`config.mk`:
```
export PLATFORM = sky130hd
export DESIGN_NAME = mips_muldiv_unit
export DESIGN_NICKNAME = d
export VERILOG_FILES = /design/src/rtl/mips_muldiv_unit.sv
export SDC_FILE = /design/constraint.sdc
export NUM_CORES = 1
export LEC_CHECK = 0
export BUFFER_PORTS_ARGS = -buffer_cell sky130_fd_sc_hd__buf_2
export CORE_ASPECT_RATIO = 0.6
export CORE_MARGIN = 2
export CORE_UTILIZATION = 63
export CTS_BUF_LIST = sky130_fd_sc_hd__clkbuf_2 sky130_fd_sc_hd__clkbuf_4 sky130_fd_sc_hd__clkbuf_8
export DETAILED_ROUTE_END_ITERATION = 12
export PLACE_DENSITY = 0.83
export RECOVER_POWER = 100
export SETUP_SLACK_MARGIN = 0.5
export SLEW_MARGIN = 20
export SYNTH_ARGS = -nofsm -noshare
export SYNTH_HDL_FRONTEND = slang
export SYNTH_SLANG_ARGS = --single-unit
```
`constraint.sdc`:
```
create_clock -name clk_CPU -period 5.4 [get_ports clk_CPU]
set_input_delay 1.08 -clock clk_CPU [delete_from_list [all_inputs] [get_ports clk_CPU]]
set_output_delay 1.08 -clock clk_CPU [all_outputs]
set_load 0.01 [all_outputs]
```
`src/rtl/mips_muldiv_unit.sv`:
```
// Iterative MIPS HI/LO multiply/divide unit: one shift-add or restoring
// shift-subtract step per cycle on magnitudes, sign fix-up in a final cycle.
module mips_muldiv_unit #(
  parameter int WIDTH = 32,
  parameter int CNT_W = 6
) (
  input  logic             clk_CPU,
  input  logic             rst_CPU_n,
  input  logic             start,
  input  logic [1:0]       op,
  input  logic [WIDTH-1:0] opA,
  input  logic [WIDTH-1:0] opB,
  input  logic             flush,
  output logic             busy,
  output logic             done,
  output logic [WIDTH-1:0] hi,
  output logic [WIDTH-1:0] lo,
  output logic             div_by_zero
);

  localparam int DW = 2 * WIDTH;

  typedef enum logic [1:0] {IDLE, CALC, FIX, DONE} state_t;

  function automatic logic [WIDTH-1:0] neg_w(input logic [WIDTH-1:0] v, input logic en);
    logic signed [WIDTH-1:0] sv;
    sv = $signed(v);
    return en ? $unsigned(-sv) : v;
  endfunction

  function automatic logic [DW-1:0] neg_2w(input logic [DW-1:0] v, input logic en);
    logic signed [DW-1:0] sv;
    sv = $signed(v);
    return en ? $unsigned(-sv) : v;
  endfunction

  state_t           state_q, state_d;
  logic [CNT_W-1:0] cnt_q, cnt_d;
  logic             is_div_q, is_div_d;
  logic             bz_q, bz_d;
  logic             neg_lo_q, neg_lo_d;
  logic             neg_hi_q, neg_hi_d;
  logic [WIDTH-1:0] a_q, a_d;
  logic [WIDTH-1:0] dvsr_q, dvsr_d;
  logic [DW-1:0]    acc_q, acc_d;
  logic [WIDTH-1:0] hi_q, hi_d;
  logic [WIDTH-1:0] lo_q, lo_d;
  logic             dbz_q, dbz_d;

  logic             in_signed;
  logic [WIDTH-1:0] mag_a, mag_b;
  logic [WIDTH:0]   mul_sum;
  logic [WIDTH:0]   rem_sh;
  logic [WIDTH-1:0] sub;
  logic             ge;
  logic [DW-1:0]    prod;

  always_comb begin
    state_d  = state_q;
    cnt_d    = cnt_q;
    is_div_d = is_div_q;
    bz_d     = bz_q;
    neg_lo_d = neg_lo_q;
    neg_hi_d = neg_hi_q;
    a_d      = a_q;
    dvsr_d   = dvsr_q;
    acc_d    = acc_q;
    hi_d     = hi_q;
    lo_d     = lo_q;
    dbz_d    = dbz_q;

    in_signed = ~op[0];
    mag_a     = neg_w(opA, in_signed & opA[WIDTH-1]);
    mag_b     = neg_w(opB, in_signed & opB[WIDTH-1]);
    mul_sum   = {1'b0, acc_q[DW-1:WIDTH]} + (acc_q[0] ? {1'b0, dvsr_q} : '0);
    rem_sh    = acc_q[DW-1:WIDTH-1];
    ge        = rem_sh >= {1'b0, dvsr_q};
    sub       = rem_sh[WIDTH-1:0] - dvsr_q;
    prod      = neg_2w(acc_q, neg_lo_q);

    case (state_q)
      IDLE, DONE: begin
        state_d = IDLE;
        if (start && !flush) begin
          state_d  = CALC;
          cnt_d    = CNT_W'(WIDTH);
          is_div_d = op[1];
          a_d      = opA;
          bz_d     = (opB == '0);
          neg_lo_d = in_signed & (opA[WIDTH-1] ^ opB[WIDTH-1]);
          neg_hi_d = in_signed & opA[WIDTH-1];
          // Multiply keeps the multiplier in the low half; divide keeps the dividend there.
          if (op[1]) begin
            acc_d  = {{WIDTH{1'b0}}, mag_a};
            dvsr_d = mag_b;
          end else begin
            acc_d  = {{WIDTH{1'b0}}, mag_b};
            dvsr_d = mag_a;
          end
        end
      end
      CALC: begin
        cnt_d = cnt_q - CNT_W'(1);
        if (is_div_q) begin
          acc_d = {(ge ? sub : rem_sh[WIDTH-1:0]), acc_q[WIDTH-2:0], ge};
        end else begin
          acc_d = {mul_sum, acc_q[WIDTH-1:1]};
        end
        if (cnt_d == '0) begin
          state_d = FIX;
        end
      end
      FIX: begin
        state_d = DONE;
        dbz_d   = 1'b0;
        if (!is_div_q) begin
          hi_d = prod[DW-1:WIDTH];
          lo_d = prod[WIDTH-1:0];
        end else if (bz_q) begin
          hi_d  = a_q;
          lo_d  = '1;
          dbz_d = 1'b1;
        end else begin
          hi_d = neg_w(acc_q[DW-1:WIDTH], neg_hi_q);
          lo_d = neg_w(acc_q[WIDTH-1:0], neg_lo_q);
        end
      end
      default: state_d = IDLE;
    endcase

    // A flush abandons the operation without touching the architectural HI/LO.
    if (flush) begin
      state_d = IDLE;
      hi_d    = hi_q;
      lo_d    = lo_q;
      dbz_d   = dbz_q;
    end
  end

  always_ff @(posedge clk_CPU) begin
    if (!rst_CPU_n) begin
      state_q <= IDLE;
      cnt_q   <= '0;
      hi_q    <= '0;
      lo_q    <= '0;
      dbz_q   <= 1'b0;
    end else begin
      state_q <= state_d;
      cnt_q   <= cnt_d;
      hi_q    <= hi_d;
      lo_q    <= lo_d;
      dbz_q   <= dbz_d;
    end
  end

  always_ff @(posedge clk_CPU) begin
    is_div_q <= is_div_d;
    bz_q     <= bz_d;
    neg_lo_q <= neg_lo_d;
    neg_hi_q <= neg_hi_d;
    a_q      <= a_d;
    dvsr_q   <= dvsr_d;
    acc_q    <= acc_d;
  end

  assign busy        = (state_q == CALC) || (state_q == FIX);
  assign done        = (state_q == DONE);
  assign hi          = hi_q;
  assign lo          = lo_q;
  assign div_by_zero = dbz_q;

endmodule

```
Yosys cells after proc, flatten, opt, wreduce, memory -nomap -nowiden
Index checks and enable logic that the tools add are counted.

Input bits: 70. Flip-flop bits (word level): 205. Output and inout port bits: 67. Word-level logic and storage cells: 68.

Equal/unequal tests: 5. Add/sub/neg operators: 8. Reduce and logical (&&, ||, !) cells: 12. Magnitude comparators: 1. Multiplexer cells: 23. Bitwise gates (word level): 7.

Operator list (number): $mux W32 (12); $mux W64 (3); $neg A32 Y32 (4); $pmux W64 S2 (1); $neg A64 Y64 (1); $add A32 B32 Y33 (1); $ge A33 B32 Y1 (1); $logic_not A32 Y1 (1); $sub A32 B32 Y32 (1); $pmux W6 S2 (1); $logic_not A6 Y1 (1); $mux W6 (1); $pmux W2 S3 (1); $reduce_and A2 Y1 (3); $sub A6 B1 Y6 const B (1); $eq A2 B2 Y1 const B (2); $ne A2 B2 Y1 const B (2); $reduce_or A2 Y1 (2); $and A1 B1 Y1 (3); $mux W1 (3); $not A1 Y1 (3); $eq A2 B1 Y1 const B (1); $logic_not A2 Y1 (1); $mux W2 (1); 5 further kinds (5).

Longest topological paths before layout
Depth in word-level cells: 6. Depth in mapped cells: 13. Mapped depth without buffers: 11.

Worst setup path before layout
OpenSTA, ideal clock, no wires.

Path kind: input-to-reg. From: input start. To: register a_q[0], enable pin. Data arrival time: 4.017 ns. Buffers on the path: 0. Stages on the path: 2. Setup time: 0.496 ns. Path slack: 0.887 ns. Data required time: 4.904 ns. Cell sequence: nand2_1 > nor2_1.

Cells in the longest elaborated chain, start to end: 2.

Ends and longest elaborated chain: from (decl) (line 9) `input logic start,`; $logic_and A1 B1 Y1 (line 84) `if (start && !flush) begin`; $reduce_and A2 Y1 (no source line); to (signal assigned) (line 161) `a_q <= a_d;`; to (decl) (line 43) `logic [WIDTH-1:0] a_q, a_d;`.

Every way passes these cells. A chain may end at the register's enable or synchronous reset.

Final worst setup path
From: register is_div_q. To: register hi_q[9], in the netlist hi[9].

Cells in the longest elaborated chain, start to end: 1.

Ends and longest elaborated chain: from (decl) (line 39) `logic is_div_q, is_div_d;`; from (signal assigned) (line 157) `is_div_q <= is_div_d;`; $mux W32 (line 116) `if (!is_div_q) begin`; to (signal assigned) (line 150) `hi_q <= hi_d;`; to (decl) (line 46) `logic [WIDTH-1:0] hi_q, hi_d;`.

Every way passes these cells.

==> metrics.txt <==
Crit Path Class flop to flop; Final Max Tran Viols 281; IO buf count 136; Clk Latency, worst-skew pair 570 ps; largest net degree at the start of global routing 134; total track usage 41.7%; reg2reg setup slack 580 ps; Leakage 0.00690 µW; VDD IR-drop max 0.000235 V; mean area per synthesized cell 8.13 µm²; RSZ-0062 raised after global routing false; Post-synth EDFFs 132; Final Cycle Share 89.3%; asr flop ratio synth 0%; nets@finish 2262; Primary FF master, synth edfxtp_1; Slew headroom -121%; # clock sinks 205; post-detailed-route via-to-cell ratio 6.84; I/O Pins 137; wire length per cell 23.8 µm; Max Fclk 207 MHz; Synth cell types 76; Vias 17143; met1 GRT Util 63.6%; CP endpoint hi[9]; WP data arrival 5310 ps; # resized after CTS 0; worst hold start hi[5]; top cells by area, synth edfxtp_1 (24%), dfxtp_1 (8.8%), o21ai_0 (5.9%); First DRT Iteration DRCs 2704; final RePlAce weighted congestion 0.999; CTS Root Cell clkbuf_8; Die Wd 214 µm; PwrDens 253 nW/µm²; failing checks max-capacitance violations, max-slew violations; status finished with violations; first-pass GRT wire length 88.3 mm; Util after Layout 69.3%; antenna viol nets, final 0; combinational share of power 24.2%; critical path launch point type flop; FP Rows 46; Clock H-tree levels 2; DRT Pass-1 Iters 6; antenna violations before repair 1; Hold WC Path Type flop to flop; Clk pwr share 35.6%; clk slew on worst S/H paths 70 ps; Die Y 130 µm; cell-internal power 3060 µW; most common cell after layout, fill and taps aside nand2_1; CTS tree done; Max-Cap Viols 5; final WL 59.6 mm; Seq/Total Area, Yosys 32.6%; Crit. Startpoint is_div_q; Cell Area, Synth 16600 µm²; Hold Buf Count CTS 0; grt ovf 0; sequential power share 40.2%; P&R area growth vs syn 9.15%; vias in the first global route 15123; share of cells above drive strength 1 7.09%; grt met2 use 57.1%; most frequent cells in the layout nand2_1 (208), o21ai_0 (195), nor2_1 (169); worst r2r path cells 5; Mapped Cells 2045; core area 26200 µm²; fin crit period 4820 ps; worst-path fanout max 133; Worst Setup End Kind flop; top cell type's share of synthesized area 23.8%; Sw Share 33.4%; total nets after synthesis 2190; Post-CTS Setup Bufs 0; # setup viols final 0; Top Usage Layer GRT met1; TritonCTS Buffers 36; final hold vios 0; maximum clock path buffer count 3; # DRC 0; post-DP HPWL 44.3 mm; switching power 1540 µW; final clock skew 29.3 ps; met3 usage 11.2%; WP data required 5890 ps; Synth warnings 0; worst r2r src is_div_q; setup_tns 0 ps; post-synthesis register bit count 205; Starting Density 63.5%; Reg-to-Reg End hi[9]; Least-Margin Pin Slew 3310 ps; DIE AREA 27800 µm²; largest area contributor in the netlist edfxtp_1
==> power by group through the flow <==
stage	sequential, µW	combinational (µW)	clock [µW]
floorplan	1840	759	0
global placement	1870	1040	0
detailed placement	1880	1070	0
CTS	1840	1080	1620
global route	1860	1200	1680
finish	1850	1110	1640
==> worst min path at each step <==
stage                         to  slack, ps  cells past startpoint
final                      hi[5]        440                      2
after floorplan           hi[29]        470                      2
after CTS                  hi[5]        440                      2
after detailed placement   hi[5]        430                      2
after global routing       hi[5]        470                      2
after global placement    hi[29]        430                      2
==> metal layers <==
metal	vias to the layer above	share of wire, %
met4	0	3.0
met3	148	15
met2	1234	39
met5	-	0
met1	8058	43
li1	7703	-
==> metrics by stage <==
step / total power [µW] / cell area, µm² / setup slack (ps) / cells / hold WS (ps)
global placement: 2920 / 17600 / 1150 / 2439 / 429
global route: 4730 / 18200 / 548 / 2506 / 466
floorplan: 2600 / 16600 / 887 / 2045 / 467
finish: 4600 / 18200 / 577 / 2506 / 440
CTS: 4540 / 18400 / 1050 / 2505 / 439
detailed placement: 2940 / 17600 / 1070 / 2439 / 431
==> area by class of cell <==
type | count | area, µm²
diodes | 1 | 2.50
clock buffers | 51 | 671
clock inverters | 15 | 126
fillers | 2247 | 8040
inverters | 77 | 289
multi-input cells | 1625 | 10400
flip-flops and latches | 205 | 5430
well taps | 360 | 450
repair buffers | 172 | 777
==> registers in the layout, summed over array words and instances, names as in the netlist <==
name and cells:
bz_q 1, a_q 32, div_by_zero 1, state_q 2, lo 32, is_div_q 1
acc_q 64, neg_lo_q 1, cnt_q 6, neg_hi_q 1, hi 32, dvsr_q 32
==> worst max-delay path, stage by stage, from the launching register on <==
cell	delay, ps
edfxtp_1	360
clkbuf_2	2320
nor2_1	850
and2_0	530
a21oi_1	380
a32o_1	220
==> cells by family (layout without fill, tap and decap cells) <==
family | count (synthesis) | after routing | synth area share, %
compound gates | 631 | 631 | 23.6
simple gates | 672 | 672 | 19.6
mux | 68 | 68 | 4.12
xor+xnor | 179 | 179 | 9.43
buf+inv | 215 | 315 | 4.88
fa+ha+maj | 75 | 75 | 5.73
other cells | 0 | 1 | 0
flops | 205 | 205 | 32.6
==> cell usage after synthesis, types with 25 or more instances <==
cell type / number
o31ai_1: 29
nand3_1: 54
nor4_1: 37
or4_1: 29
nor3_1: 38
dfxtp_1: 73
or3_1: 25
edfxtp_1: 132
o21ai_0: 195
ha_1: 73
nand2_1: 208
mux2i_1: 65
o211ai_1: 30
a31oi_1: 34
a21oi_1: 168
inv_1: 75
xor2_1: 102
nor2_1: 169
clkbuf_1: 124
xnor2_1: 77
Note: power is estimated with default switching activity, not from simulation.
